<file path="config.mk">
export PLATFORM = sky130hd
export DESIGN_NAME = uart_frame_serializer
export DESIGN_NICKNAME = d
export VERILOG_FILES = /design/src/rtl/uart_frame_serializer.sv
export SDC_FILE = /design/constraint.sdc
export NUM_CORES = 1
export LEC_CHECK = 0
export ABC_AREA = 0
export CORE_MARGIN = 2
export CORE_UTILIZATION = 50
export DETAILED_ROUTE_END_ITERATION = 10
export DONT_BUFFER_PORTS = 1
export PLACE_DENSITY = 0.71
export SETUP_SLACK_MARGIN = 0.4
export SLEW_MARGIN = 20
export SYNTH_ARGS = -nofsm -noshare
export SYNTH_HDL_FRONTEND = slang
export SYNTH_SLANG_ARGS = --single-unit
</file>
<file path="constraint.sdc">
create_clock -name clk -period 3 [get_ports clk]
set_input_delay 0.3 -clock clk [delete_from_list [all_inputs] [get_ports clk]]
set_output_delay 0.3 -clock clk [all_outputs]
set_load 0.02 [all_outputs]
</file>
<file path="src/rtl/uart_frame_serializer.sv">
// rtl/uart_frame_serializer.sv - framed UART packet transmitter: header, payload words, optional XOR checksum
module uart_frame_serializer #(
    parameter int                    DATA_W       = 8,
    parameter int                    N_WORDS      = 6,
    parameter logic [2*DATA_W-1:0]   HEADER       = 16'hAA55,
    parameter int                    CLKS_PER_BIT = 1,
    parameter int                    PARITY       = 0,
    parameter int                    STOP_BITS    = 1,
    parameter int                    CHECKSUM_EN  = 1
) (
    input  logic                        clk,
    input  logic                        reset,
    input  logic [N_WORDS*DATA_W-1:0]   payload_in,
    input  logic                        start,
    output logic                        tx,
    output logic                        busy,
    output logic                        done,
    output logic                        overrun
);

    localparam int W   = 2 + N_WORDS + CHECKSUM_EN;
    localparam int CW  = $clog2(CLKS_PER_BIT) + 1;
    localparam int WCW = $clog2(W) + 1;
    localparam int WIX = $clog2(W);
    localparam int BW  = $clog2(DATA_W);

    typedef enum logic [2:0] {S_IDLE, S_START, S_DATA, S_PARITY, S_STOP, S_DONE} state_t;

    state_t                      state;
    logic [N_WORDS*DATA_W-1:0]   shadow;
    logic [DATA_W-1:0]           checksum_q;
    logic [DATA_W-1:0]           checksum_in;
    logic [DATA_W-1:0]           cur_word;
    logic [DATA_W-1:0]           next_word;
    logic                        par_bit;
    logic [CW-1:0]               clk_cnt;
    logic [BW-1:0]               bit_idx;
    logic [WCW-1:0]              word_idx;
    logic [WCW-1:0]              word_nxt;
    logic                        bit_end;
    logic [DATA_W-1:0]           words [W];

    function automatic logic parity_of(input logic [DATA_W-1:0] w);
        return (^w) ^ (PARITY == 2);
    endfunction

    // XOR of the incoming payload, captured together with the shadow copy
    always_comb begin
        checksum_in = '0;
        for (int i = 0; i < N_WORDS; i++) begin
            checksum_in = checksum_in ^ payload_in[i*DATA_W +: DATA_W];
        end
    end

    // Packet word table in transmit order, built from the captured payload
    always_comb begin
        words[0] = HEADER[DATA_W-1:0];
        words[1] = HEADER[2*DATA_W-1:DATA_W];
        for (int i = 0; i < N_WORDS; i++) begin
            words[2+i] = shadow[i*DATA_W +: DATA_W];
        end
        if (CHECKSUM_EN != 0) begin
            words[W-1] = checksum_q;
        end
    end

    assign word_nxt  = word_idx + WCW'(1);
    assign next_word = words[word_nxt[WIX-1:0]];
    assign bit_end   = (clk_cnt == CW'(CLKS_PER_BIT - 1));

    // Framing FSM: walks start, data, parity and stop bits for every word
    always_ff @(posedge clk) begin
        if (reset) begin
            state      <= S_IDLE;
            tx         <= 1'b1;
            busy       <= 1'b0;
            done       <= 1'b0;
            overrun    <= 1'b0;
            shadow     <= '0;
            checksum_q <= '0;
            cur_word   <= '0;
            par_bit    <= 1'b0;
            clk_cnt    <= '0;
            bit_idx    <= '0;
            word_idx   <= '0;
        end else begin
            if (start && busy) begin
                overrun <= 1'b1;
            end
            case (state)
                S_IDLE, S_DONE: begin
                    done <= 1'b0;
                    if (start) begin
                        state      <= S_START;
                        tx         <= 1'b0;
                        busy       <= 1'b1;
                        shadow     <= payload_in;
                        checksum_q <= checksum_in;
                        cur_word   <= HEADER[DATA_W-1:0];
                        par_bit    <= parity_of(HEADER[DATA_W-1:0]);
                        clk_cnt    <= '0;
                        bit_idx    <= '0;
                        word_idx   <= '0;
                    end else begin
                        state <= S_IDLE;
                        tx    <= 1'b1;
                        busy  <= 1'b0;
                    end
                end
                S_START: begin
                    if (bit_end) begin
                        clk_cnt <= '0;
                        bit_idx <= '0;
                        state   <= S_DATA;
                        tx      <= cur_word[0];
                    end else begin
                        clk_cnt <= clk_cnt + CW'(1);
                    end
                end
                S_DATA: begin
                    if (bit_end) begin
                        clk_cnt <= '0;
                        if (bit_idx == BW'(DATA_W - 1)) begin
                            bit_idx <= '0;
                            if (PARITY != 0) begin
                                state <= S_PARITY;
                                tx    <= par_bit;
                            end else begin
                                state <= S_STOP;
                                tx    <= 1'b1;
                            end
                        end else begin
                            bit_idx  <= bit_idx + BW'(1);
                            cur_word <= cur_word >> 1;
                            tx       <= cur_word[1];
                        end
                    end else begin
                        clk_cnt <= clk_cnt + CW'(1);
                    end
                end
                S_PARITY: begin
                    if (bit_end) begin
                        clk_cnt <= '0;
                        state   <= S_STOP;
                        tx      <= 1'b1;
                    end else begin
                        clk_cnt <= clk_cnt + CW'(1);
                    end
                end
                S_STOP: begin
                    if (bit_end) begin
                        clk_cnt <= '0;
                        if (bit_idx == BW'(STOP_BITS - 1)) begin
                            bit_idx <= '0;
                            if (word_idx == WCW'(W - 1)) begin
                                state <= S_DONE;
                                busy  <= 1'b0;
                                done  <= 1'b1;
                                tx    <= 1'b1;
                            end else begin
                                word_idx <= word_nxt;
                                cur_word <= next_word;
                                par_bit  <= parity_of(next_word);
                                state    <= S_START;
                                tx       <= 1'b0;
                            end
                        end else begin
                            bit_idx <= bit_idx + BW'(1);
                        end
                    end else begin
                        clk_cnt <= clk_cnt + CW'(1);
                    end
                end
                default: begin
                    state <= S_IDLE;
                    tx    <= 1'b1;
                    busy  <= 1'b0;
                end
            endcase
        end
    end

endmodule
</file>
=== Yosys cells after proc, flatten, opt, wreduce, memory -nomap -nowiden ===
Cells that the tools add are included.

* Bits in registers: 80
* Bits of input ports: 51
* Output and inout port bits: 4
* Logic and storage cells: 110

* Add/subtract/negate cells: 3
* Magnitude comparators: 1
* Equality and inequality tests: 17
* Muxes and demuxes: 52
* Bitwise gates (word level): 7
* Reduce and logical (&&, ||, !) cells: 19

{| class="wikitable"
|+ Operators with widths
! kind !! number
|-
| two-way mux 8 bit || 8
|-
| XOR 8 bit || 5
|-
| two-way mux 3 bit || 13
|-
| binary-select mux 8 bit (select 4 bit) || 1
|-
| one-hot mux 8 bit (3 select lines) || 1
|-
| two-way mux 5 bit || 4
|-
| != test 2 bit, second input constant || 10
|-
| two-way mux 1 bit || 18
|-
| one-hot mux 3 bit (5 select lines) || 1
|-
| AND reduction 5 bit || 3
|-
| one-hot mux 3 bit (4 select lines) || 1
|-
| one-hot mux 5 bit (2 select lines) || 1
|-
| == test 3 bit, second input constant || 3
|-
| AND reduction 4 bit || 2
|-
| AND reduction 7 bit || 1
|-
| == test 3 x 2 -> 1 bit, second input constant || 2
|-
| zero test 3 bit || 2
|-
| AND reduction 6 bit || 1
|-
| adder 5 x 1 -> 5 bit, second input constant || 1
|-
| == test 5 x 4 -> 1 bit, second input constant || 1
|-
| greater-or-equal comparator 5 bit, second input constant || 1
|-
| NOT 4 -> 5 bit || 1
|-
| one-hot mux 1 bit (5 select lines) || 1
|-
| one-hot mux 1 bit (2 select lines) || 2
|-
| 13 further kinds || 15
|}

=== Logic depth before layout (Yosys ltp) ===
Gate-level depths: netlist of run 1.

* Word-level depth: 9
* Depth in mapped cells: 12
* Depth with buffers taken out: 7

=== Worst setup path after synthesis of run 1 ===
No wires, ideal clock.

* Path type: reg-to-reg
* From: register word_idx[0]
* To: register cur_word[4]
* Library setup time: 138 ps
* Data arrival time: 2452 ps
* Data required time: 2862 ps
* Setup slack: 410 ps
* Cell stages (with the launch flop): 11
* Buffers on the path: 4
* Clock period less this slack: 2590 ps
* Cells stage by stage: dfxtp_1 > buf_2 > buf_4 > buf_2 > inv_1 > ha_1 > buf_2 > mux4_2 > a21o_1 > a211oi_1 > a2111oi_2

* Cells in the longest elaborated chain, start to end: 9

{| class="wikitable"
|+ Ends and longest elaborated chain
! item !! RTL line !! text
|-
| start, declared || 38 || <nowiki>logic [WCW-1:0] word_idx;</nowiki>
|-
| start signal, assigned || 161 || <nowiki>word_idx <= word_nxt;</nowiki>
|-
| adder 5 x 1 -> 5 bit || 67 || <nowiki>assign word_nxt = word_idx + WCW'(1);</nowiki>
|-
| NOT 4 -> 5 bit (implied by the code) || 68 || <nowiki>assign next_word = words[word_nxt[WIX-1:0]];</nowiki>
|-
| binary-select mux 8 bit (select 4 bit) || 68 ||
|-
| two-way mux 8 bit (implied by the code) (2 in a row) || 68 ||
|-
| two-way mux 8 bit || 155 || <nowiki>if (word_idx == WCW'(W - 1)) begin</nowiki>
|-
| two-way mux 8 bit || 153 || <nowiki>if (bit_idx == BW'(STOP_BITS - 1)) begin</nowiki>
|-
| two-way mux 8 bit || 151 || <nowiki>if (bit_end) begin</nowiki>
|-
| one-hot mux 8 bit (3 select lines) || 90 || <nowiki>case (state)</nowiki>
|-
| end signal, assigned || 99 || <nowiki>cur_word <= HEADER[DATA_W-1:0];</nowiki>
|-
| end signal, assigned || 134 || <nowiki>cur_word <= cur_word >> 1;</nowiki>
|-
| end signal, assigned || 162 || <nowiki>cur_word <= next_word;</nowiki>
|-
| end, declared || 33 || <nowiki>logic [DATA_W-1:0] cur_word;</nowiki>
|}

Parallel ways exist; a longest one is shown, timed or not. The select of a mux whose other input is x is not followed.
A chain may end at the register's enable or synchronous reset.

=== Worst setup path in the final report of run 1 ===
* From: register state[2]
* To: register cur_word[3]

* Cells in the longest elaborated chain, start to end: 4

{| class="wikitable"
|+ Ends and longest elaborated chain
! item !! RTL line !! text
|-
| start, declared || 29 || <nowiki>state_t state;</nowiki>
|-
| start signal, assigned || 74 || <nowiki>state <= S_IDLE;</nowiki>
|-
| start signal, assigned || 94 || <nowiki>state <= S_START;</nowiki>
|-
| start signal, assigned || 105 || <nowiki>state <= S_IDLE;</nowiki>
|-
| == test 3 bit or zero test 3 bit (tied branches) || 90 ||
|-
| OR reduction 2 bit || 90 ||
|-
| != test 2 bit (no source line) or nonzero test 3 bit (tied branches) || -- ||
|-
| AND reduction 7 bit (no source line) || -- ||
|}

Parallel ways exist; a longest one is shown, timed or not.

==> impl_metrics.yaml, run 1 <==
status:
  status: "finished clean"
sta:
  period_share: 0.7736
  rsz0062_at_grt: "false"
  slew_headroom: 0.4043
  layout_min_cycle_time_ns: 2.321
  max_freq_mhz: 430.9
  finalSetupViolations: 0
  drv_slew: 0
  setup-tns-final_ns: 0
  fin_ws_ns: 0.6792
  worstMarginPinSlew_ns: 0.8916
  clock_skew_ns: 0.009498
  finalHoldViolations: 0
critical_path:
  critPathSlowestCell: "nor3b_1"
  worst_path_largest_cell_delay_ns: 0.80
  worst_setup_path_start_kind: "flop"
  crit_chain: "nor3b_1 > and2_1 > o2111ai_1 > a311oi_1"
  crit_type: "reg -> reg"
  cp.arrival_ns: 2.58
  critPathTopFamily: "simple AND/OR/NAND/NOR gates"
  crit_required_ns: 3.26
  worstSetupEndpointType: "flop"
  path_buf_inv: 0
  crit_fanout: 19
logic_synthesis:
  yosys_most_used_dff: "dfxtp_1"
  synthArstFlopShare: 0
  avgSynthCellArea_um2: 7.997
  synthCells: 521
  synth_cell_type_count: 53
  syn_area_um2: 4166
  synth-edff-count: 0
  ys_seq_elements: 79
  ys_seq_area_frac: 0.3796
  synth_fp_nets: 577
  synth_warnings: 0
clocking:
  clock_latency_ns: 0.35
  clockRootBuffer: "clkbuf_8"
  cts_htree_levels: 3
  post_cts_buffers: 0
  clk_pin_slew_ns: 0.08
  cts_buffers: 9
  tritoncts: "done"
  cts_sinks: 79
  cts.path.max_buffers: 2
global_route:
  globalRouteOverflowTotal: 0
  grt_use_total: 0.2111
  antenna_found_initial: 0
  grt_max_degree: 81
  grt_pass1_wl_mm: 15.22
  first_global_vias: 3215
power:
  total_power_mw: 2.574
  ir_drop_mv: 0.3250
  cellLeakagePower_nw: 1.523
  power_density_nw_per_um2: 580.8
flow_run:
  drv_cap: 0
floorplan:
  initial_core_util: 0.5122
  die_area_um2: 9079
  die_w_um: 95.29
  coreArea_um2: 8134
  ios: 55
  rows: 33
  die_h_um: 95.29
route:
  first_iter_violations: 228
  drtPass1Iterations: 4
  route.detailed.drc: 0
  ant_nets: 0
  num_vias: 3446
  routed_wl_mm: 9.282
  viasPerCell: 5.668
  wl_per_cell_um: 15.27
placement:
  pre_cts_ws_ns: 0.6073
  dpl.hpwl_mm: 6.529
  gp_congestion: 0.8572
  io_buffers: 0
layout:
  drive_above_1_share: 0.06958
  nets: 554
  syn_to_final_growth_pct: 6.366
  diodes: 0
min_path:
  holdCritPathClass: "in -> reg"
[logic make-up (layout without fill, tap and decap cells)]
logic type	Yosys count	in the layout	share of synthesized area
xor gates and xnor gates	45	45	0.09460
and+or+nand+nor	192	192	0.1997
DFF	79	79	0.3796
muxes	12	12	0.04415
buffers and inverters	52	34	0.05946
AOI/OAI and AO/OA	136	136	0.2075
adders and majority gates	5	5	0.01502
[metal layers]
metal / global-route usage / wire length (um) / share of wire
met2: 0.3298 / 4488 / 0.48
met3: 0.03083 / 488 / 0.053
met4: 0.07488 / 118 / 0.013
met1: 0.2970 / 4187 / 0.45
met5: 0 / 0 / 0
[final timing paths]
path	start	endpoint	slack (ns)	cells after the start
hold reg to reg	shadow[19]	shadow[19]	0.45	2
hold / removal	reset	word_idx[2]	0.01	1
setup reg to reg	state[2]	cur_word[3]	0.68	4
setup / recovery	state[2]	cur_word[3]	0.68	4
[repair_timing]
item                                    CTS  global route
endpoints found under the setup margin    0             2
hold buffers                              0             0
gates resized for setup                   0             1
[cells in the final DEF, fill, tap and decap left out, drive strengths merged, types with 5 or more instances in the layout]
| master | n |
|---|---|
| nand2 | 120 |
| dfxtp | 79 |
| a21oi | 68 |
| xnor2 | 43 |
| nor2 | 32 |
| o21ai | 16 |
| inv | 13 |
| a211oi | 12 |
| clkbuf | 9 |
| nand3 | 8 |
| a311oi | 7 |
| mux2i | 6 |
| nor2b | 5 |
| mux4 | 5 |
| nor3 | 5 |
| or3 | 5 |
| a21o | 5 |
| ha | 5 |
| buf | 5 |
[synthesized netlist by cell type, types with 4 or more instances]
library cell  number  area (um2)
nor2_1            31       116.4
ha_1               5       62.56
a21oi_1           68       340.3
mux2i_1            6       60.06
buf_4              7       52.55
dfxtp_1           79        1582
a211oi_1          12       90.09
o211ai_1           4       30.03
buf_2             15       75.07
xnor2_1           43       376.6
nand3_1            8       40.04
a21o_1             5       37.54
nand2_1          120       450.4
nor2b_1            5       31.28
inv_1             13       48.80
mux4_2             5       112.6
o21ai_0           12       60.06
a311oi_1           7       61.31
clkbuf_1          16       60.06
or3_1              5       31.28
nor3_1             5       25.02
[state kept, by name, indices dropped and copies added (netlist names)]
| register | count |
|---|---|
| bit_idx | 3 |
| busy | 1 |
| checksum_q | 8 |
| cur_word | 8 |
| done | 1 |
| overrun | 1 |
| shadow | 48 |
| state | 3 |
| tx | 1 |
| word_idx | 5 |
[through the flow]
stage	cell area, um2	cells	hold slack (ns)	utilization
floorplan	4167	521	0.4331	-
global placement	4184	592	0.3823	0.5144
detailed placement	4184	592	0.3866	0.5144
CTS	4429	608	0.01492	0.5445
global route	4432	608	0.004836	0.5448
finish	4432	608	0.01472	0.5448
[worst reg2reg max path, stage by stage, from the launching register on]
cell       delay [ns]
dfxtp_1          0.69
nor3b_1          0.80
and2_1           0.30
o2111ai_1        0.18
a311oi_1         0.27
[power by group]
part / total (mW) / internal, mW / switching, mW
Combinational: 0.426 / 0.195 / 0.231
Clock: 0.953 / 0.555 / 0.397
Sequential: 1.20 / 1.13 / 0.0658
[cell type report]
class	count	area, um2
clock buffer	9	123.9
fill	741	3702
sequential	79	1582
inverter	13	48.80
multi-input combinational	390	2362
tap	105	131.4
timing repair buffer	5	62.56
clock inverter	7	121.4
No activity file was read; power rests on OpenSTA's default activity.
==> run 2: changes to the inputs <==
--- a/config.mk
+++ b/config.mk
@@ -10,7 +10,7 @@
 export CORE_UTILIZATION = 50
 export DETAILED_ROUTE_END_ITERATION = 10
 export DONT_BUFFER_PORTS = 1
-export PLACE_DENSITY = 0.71
+export PLACE_DENSITY = 0.74
 export SETUP_SLACK_MARGIN = 0.4
 export SLEW_MARGIN = 20
 export SYNTH_ARGS = -nofsm -noshare
==> constraint.sdc (replaced) <==
create_clock -name clk -period 1.95 [get_ports clk]
set_input_delay 0.195 -clock clk [delete_from_list [all_inputs] [get_ports clk]]
set_output_delay 0.195 -clock clk [all_outputs]
set_load 0.02 [all_outputs]
==> impl_metrics.yaml, run 2 (synthesis results as in run 1) <==
power:
  cellLeakagePower_nw: 1.990
  combPwrFrac: 0.256
  swShare: 0.3059
  p_int_mw: 2.901
  total_power_mw: 4.180
  power_density_nw_per_um2: 768.0
  seqPwrFrac: 0.439
  ir_drop_mv: 0.5194
  clkPwrFrac: 0.306
  p_sw_mw: 1.279
layout:
  regMostFlops: "shadow"
  layout_commonest_cell: "nand2_1"
  nets: 622
  drive_above_1_share: 0.2732
  syn_to_final_growth_pct: 30.63
  diodes: 0
  n_fill_cell: 571
  largest_reg_flops: 48
  design_area_um2: 5443
  layout_common_cells: "117 x nand2_1, 70 x dfxtp_1, 60 x a21oi_1"
  reg_top3: "shadow: 48 flops, checksum_q: 8 flops, cur_word: 8 flops"
sta:
  layout_min_cycle_time_ns: 2.013
  period_share: 1.032
  worstMarginPinSlew_ns: 0.3210
  setup-tns-final_ns: -0.1342
  rsz0062_at_grt: "true"
  fin_ws_ns: -0.06337
  drv_slew: 0
  clock_skew_ns: 0.009556
  hold-worst-slack_ns: -0.1168
  finalHoldViolations: 74
  finalSetupViolations: 4
  slew_headroom: 0.7829
  max_freq_mhz: 496.7
clocking:
  clk_pin_slew_ns: 0.08
  clockRootBuffer: "clkbuf_8"
  postCtsHoldBufs: 1
  cts_sinks: 79
  clock_latency_ns: 0.37
  cts.path.max_buffers: 2
  cts_htree_levels: 3
  cts_buffers: 9
  tritoncts: "done"
route:
  route.detailed.drc: 0
  met2_wirelength_mm: 6.355
  viasPerCell: 5.859
  first_iter_violations: 348
  drtPass1Iterations: 5
  num_vias: 3961
  wl_met3_um: 712
  routed_wl_mm: 12.49
  wl_met1_mm: 5.173
  ant_nets: 0
  routed.top_layer: "met4"
  wl_per_cell_um: 18.48
placement:
  dpl.hpwl_mm: 6.623
  pre_cts_ws_ns: -0.08987
  placed_area_um2: 4418
  gp_congestion: 0.9019
  io_buffers: 0
global_route:
  grt_use_total: 0.2425
  globalRouteOverflowTotal: 0
  first_global_vias: 3560
  grt_max_degree: 81
  antenna_found_initial: 0
  grt_pass1_wl_mm: 17.10
floorplan:
  die_h_um: 95.29
  coreArea_um2: 8134
  die_area_um2: 9079
  rows: 33
  initial_core_util: 0.5122
  ios: 55
  die_w_um: 95.29
status:
  status: "complete, but fails checks"
  violations: "hold timing, setup timing"
flow_run:
  drv_cap: 0
min_path:
  holdCritPathClass: "in -> reg"
  min_path_cells: 1
critical_path:
  crit_type: "reg -> reg"
  crit_required_ns: 2.21
  crit_fanout: 7
  cp.arrival_ns: 2.28
  worst_setup_path_start_kind: "flop"
  worstSetupEndpointType: "flop"
  rr_worst_depth: 8
run 2: cell count changes in the layout (fill, tap and decap cells not counted), moves of 5 or more:
| cell | change |
|---|---|
| buf_6 | +12 |
| clkbuf_16 | +5 |
| dfxtp_2 | +6 |
| a211oi_1 | -6 |
| buf_4 | +41 |
| a21oi_1 | -8 |
| ha_4 | +5 |
| a21oi_2 | +8 |
| dfxtp_1 | -9 |
| a211oi_2 | +6 |
| buf_12 | +5 |
run 2: final timing paths:
kind,startpoint,to,slack (ns)
hold reg to reg,shadow[29],shadow[29],0.46
setup reg to reg,word_idx[0],cur_word[3],-0.06
setup / recovery,word_idx[0],cur_word[3],-0.06
hold / removal,reset,word_idx[2],-0.12
run 2: timing repair:
item | 4_1_cts | 5_1_grt
gates resized for setup | 37 | 42
buffers inserted | 21 | 15
cloned | 3 | 6
hold endpoints to repair | 75 | 74
pin swaps | 15 | 16
setup endpoints to repair | 71 | 72
run 2: metrics by stage:
step / util / instances
5_1_grt: 0.6691 / 676
3_3_place_gp: 0.5431 / 614
3_5_place_dp: 0.5431 / 614
4_1_cts: 0.6167 / 655
6_report: 0.6691 / 676
2_1_floorplan: - / 521
run 2: worst max-delay path, cell delays in order (launching register included):
cell	delay, ns
dfxtp_4	0.39
inv_4	0.04
ha_4	0.26
buf_6	0.14
nand4b_1	0.22
o22ai_4	0.27
and2_4	0.22
nand2_2	0.06
a311oi_2	0.31
run 2: power by group through the flow:
stage               Sequential [mW]  Clock, mW  Combinational, mW
floorplan                      1.83          0              0.612
global placement               1.86          0              0.696
detailed placement             1.86          0              0.712
CTS                            1.82       1.27              0.853
global route                   1.85       1.35               1.14
finish                         1.83       1.28               1.07
run 2: cell type report:
| class | count | area, um2 | share of cell area |
|---|---|---|---|
| Timing Repair Buffer | 73 | 828.3 | 0.1522 |
| Tap cell | 105 | 131.4 | 0.02414 |
| Clock inverter | 7 | 78.83 | 0.01448 |
| Clock buffer | 9 | 123.9 | 0.02276 |
| Sequential cell | 79 | 1600 | 0.2940 |
| Multi-Input combinational cell | 390 | 2626 | 0.4825 |
| Inverter | 13 | 53.80 | 0.009885 |
run 2: metal layers:
| layer | vias to the layer above | track usage |
|---|---|---|
| li1 | 1877 | - |
| met1 | 1897 | 0.3150 |
| met2 | 165 | 0.3926 |
| met3 | 22 | 0.05613 |
| met4 | 0 | 0.09058 |
| met5 | - | 0 |
==> run 3: changes to the inputs <==
--- a/config.mk
+++ b/config.mk
@@ -11,7 +11,7 @@
 export DETAILED_ROUTE_END_ITERATION = 10
 export DONT_BUFFER_PORTS = 1
 export PLACE_DENSITY = 0.74
-export SETUP_SLACK_MARGIN = 0.4
+export SETUP_SLACK_MARGIN = 0.3
 export SLEW_MARGIN = 20
 export SYNTH_ARGS = -nofsm -noshare
 export SYNTH_HDL_FRONTEND = slang
==> impl_metrics.yaml, run 3 (synthesis results as in run 1) <==
critical_path:
  crit_chain: "ha_4 > ha_4 > or3b_4 > o31a_1 > o21ai_4 > buf_6 > buf_6 > nor2_4 > a311oi_2"
  crit_fanout: 4
  crit_required_ns: 2.22
  worst_setup_path_start_kind: "flop"
  worstSetupEndpointType: "flop"
  worst-r2r-setup-slack_ns: -0.006
  r2r_start: "bit_idx[1]"
  path_buf_inv: 2
  worst_path_largest_cell_delay_ns: 0.36
  critPathTopFamily: "compound AO/OA/AOI/OAI gates"
  cp.arrival_ns: 2.23
  crit_type: "reg -> reg"
  r2r-end: "cur_word[5]"
  rr_worst_depth: 9
  critPathSlowestCell: "dfxtp_4"
power:
  p_int_mw: 2.652
  cellLeakagePower_nw: 1.825
  p_sw_mw: 1.163
  swShare: 0.3049
  power_density_nw_per_um2: 746.0
  ir_drop_mv: 0.4655
  total_power_mw: 3.815
  clkPwrFrac: 0.290
  combPwrFrac: 0.231
  seqPwrFrac: 0.479
route:
  first_iter_violations: 234
  ant_nets: 0
  route.detailed.drc: 0
  num_vias: 3702
  drtPass1Iterations: 4
  wl_per_cell_um: 15.98
  routed_wl_mm: 10.51
  viasPerCell: 5.626
flow_run:
  drv_cap: 0
sta:
  rsz0062_at_grt: "true"
  finalSetupViolations: 1
  max_freq_mhz: 511.1
  slew_headroom: 0.7500
  drv_slew: 0
  worstMarginPinSlew_ns: 0.3741
  setup-tns-final_ns: -0.006496
  hold-worst-slack_ns: -0.09347
  fin_ws_ns: -0.006496
  finalHoldViolations: 69
  period_share: 1.003
  layout_min_cycle_time_ns: 1.956
  clock_skew_ns: 0.009128
floorplan:
  rows: 33
  initial_core_util: 0.5122
  die_area_um2: 9079
  die_w_um: 95.29
  die_h_um: 95.29
  coreArea_um2: 8134
  ios: 55
global_route:
  grt_pass1_wl_mm: 16.30
  grt_max_degree: 81
  grt_use_total: 0.2276
  first_global_vias: 3460
  globalRouteOverflowTotal: 0
  antenna_found_initial: 0
clocking:
  clockRootBuffer: "clkbuf_8"
  cts_buffers: 9
  cts_sinks: 79
  cts_htree_levels: 3
  tritoncts: "done"
  cts.path.max_buffers: 2
  clk_pin_slew_ns: 0.08
  postCtsHoldBufs: 1
  clock_latency_ns: 0.36
placement:
  io_buffers: 0
  dpl.hpwl_mm: 6.854
  pre_cts_ws_ns: -0.06328
  gp_congestion: 0.9332
status:
  status: "complete, but fails checks"
  violations: "hold timing, setup timing"
layout:
  largest_reg_flops: 48
  layout_common_cells: "116 x nand2_1, 73 x dfxtp_1, 67 x a21oi_1"
  diodes: 0
  drive_above_1_share: 0.2423
  regMostFlops: "shadow"
  layout_commonest_cell: "nand2_1"
  syn_to_final_growth_pct: 22.76
  nets: 604
  reg_top3: "shadow: 48 flops, checksum_q: 8 flops, cur_word: 8 flops"
min_path:
  min_from: "reset"
  min_path_cells: 1
  min_to: "bit_idx[0]"
  holdCritPathClass: "in -> reg"
[run 3: cell count changes in the layout (fill, tap and decap cells not counted), moves of 3 or more]
cell	previous run	this run
a21oi_1	60	67
a21oi_2	8	1
buf_4	44	37
buf_12	7	2
a311oi_1	5	2
a311oi_2	2	5
buf_16	3	0
clkbuf_16	5	2
dfxtp_1	70	73
[run 3: per-layer routing]
metal | track usage | vias up | share of wire
met5 | 0 | - | 0
met4 | 0.07971 | 0 | 0.019
met3 | 0.03557 | 17 | 0.046
met2 | 0.3633 | 93 | 0.50
met1 | 0.3129 | 1753 | 0.44
li1 | - | 1839 | -
[run 3: power by group through the flow]
stage	clock, mW	sequential [mW]	combinational, mW
after floorplan	0	1.83	0.609
after CTS	1.12	1.82	0.808
final	1.11	1.83	0.882
after detailed placement	0	1.86	0.720
after global placement	0	1.85	0.701
after global routing	1.18	1.84	0.964
[run 3: worst max path at each step]
stage	startpoint	to	slack (ns)	cells past startpoint
after detailed placement	word_idx[1]	cur_word[1]	-0.06	8
after CTS	bit_idx[1]	cur_word[4]	-0.02	8
after global routing	word_idx[3]	cur_word[6]	-0.14	7
after floorplan	word_idx[0]	cur_word[4]	-0.22	10
final	bit_idx[1]	cur_word[5]	-0.006	9
after global placement	word_idx[1]	cur_word[1]	0.02	8
[run 3: final cells by class]
cell class	instances	area (um2)
Clock inverter	6	45.04
Sequential cell	79	1594
Inverter	13	53.80
Clock buffer	10	127.6
Tap cell	105	131.4
Timing Repair Buffer	55	524.3
Fill cell	689	3019
Multi-Input combinational cell	390	2639
[run 3: what timing repair did]
item / 4_1_cts / 5_1_grt
buffers inserted: 15 / 5
hold endpoints to repair: 75 / 74
pin swaps: 21 / 21
endpoints found under the setup margin: 41 / 27
cloned: 0 / 2
gates resized for setup: 50 / 23
[run 3: metrics by stage]
stage                     hold WS [ns]  std cells    util  cell area [um2]
after floorplan                 0.3310        521       -             4237
after global placement          0.2746        619  0.5439             4424
after detailed placement        0.2802        619  0.5439             4424
after CTS                      -0.1040        651  0.6036             4910
after global routing           -0.1032        658  0.6288             5115
final                         -0.09347        658  0.6288             5115
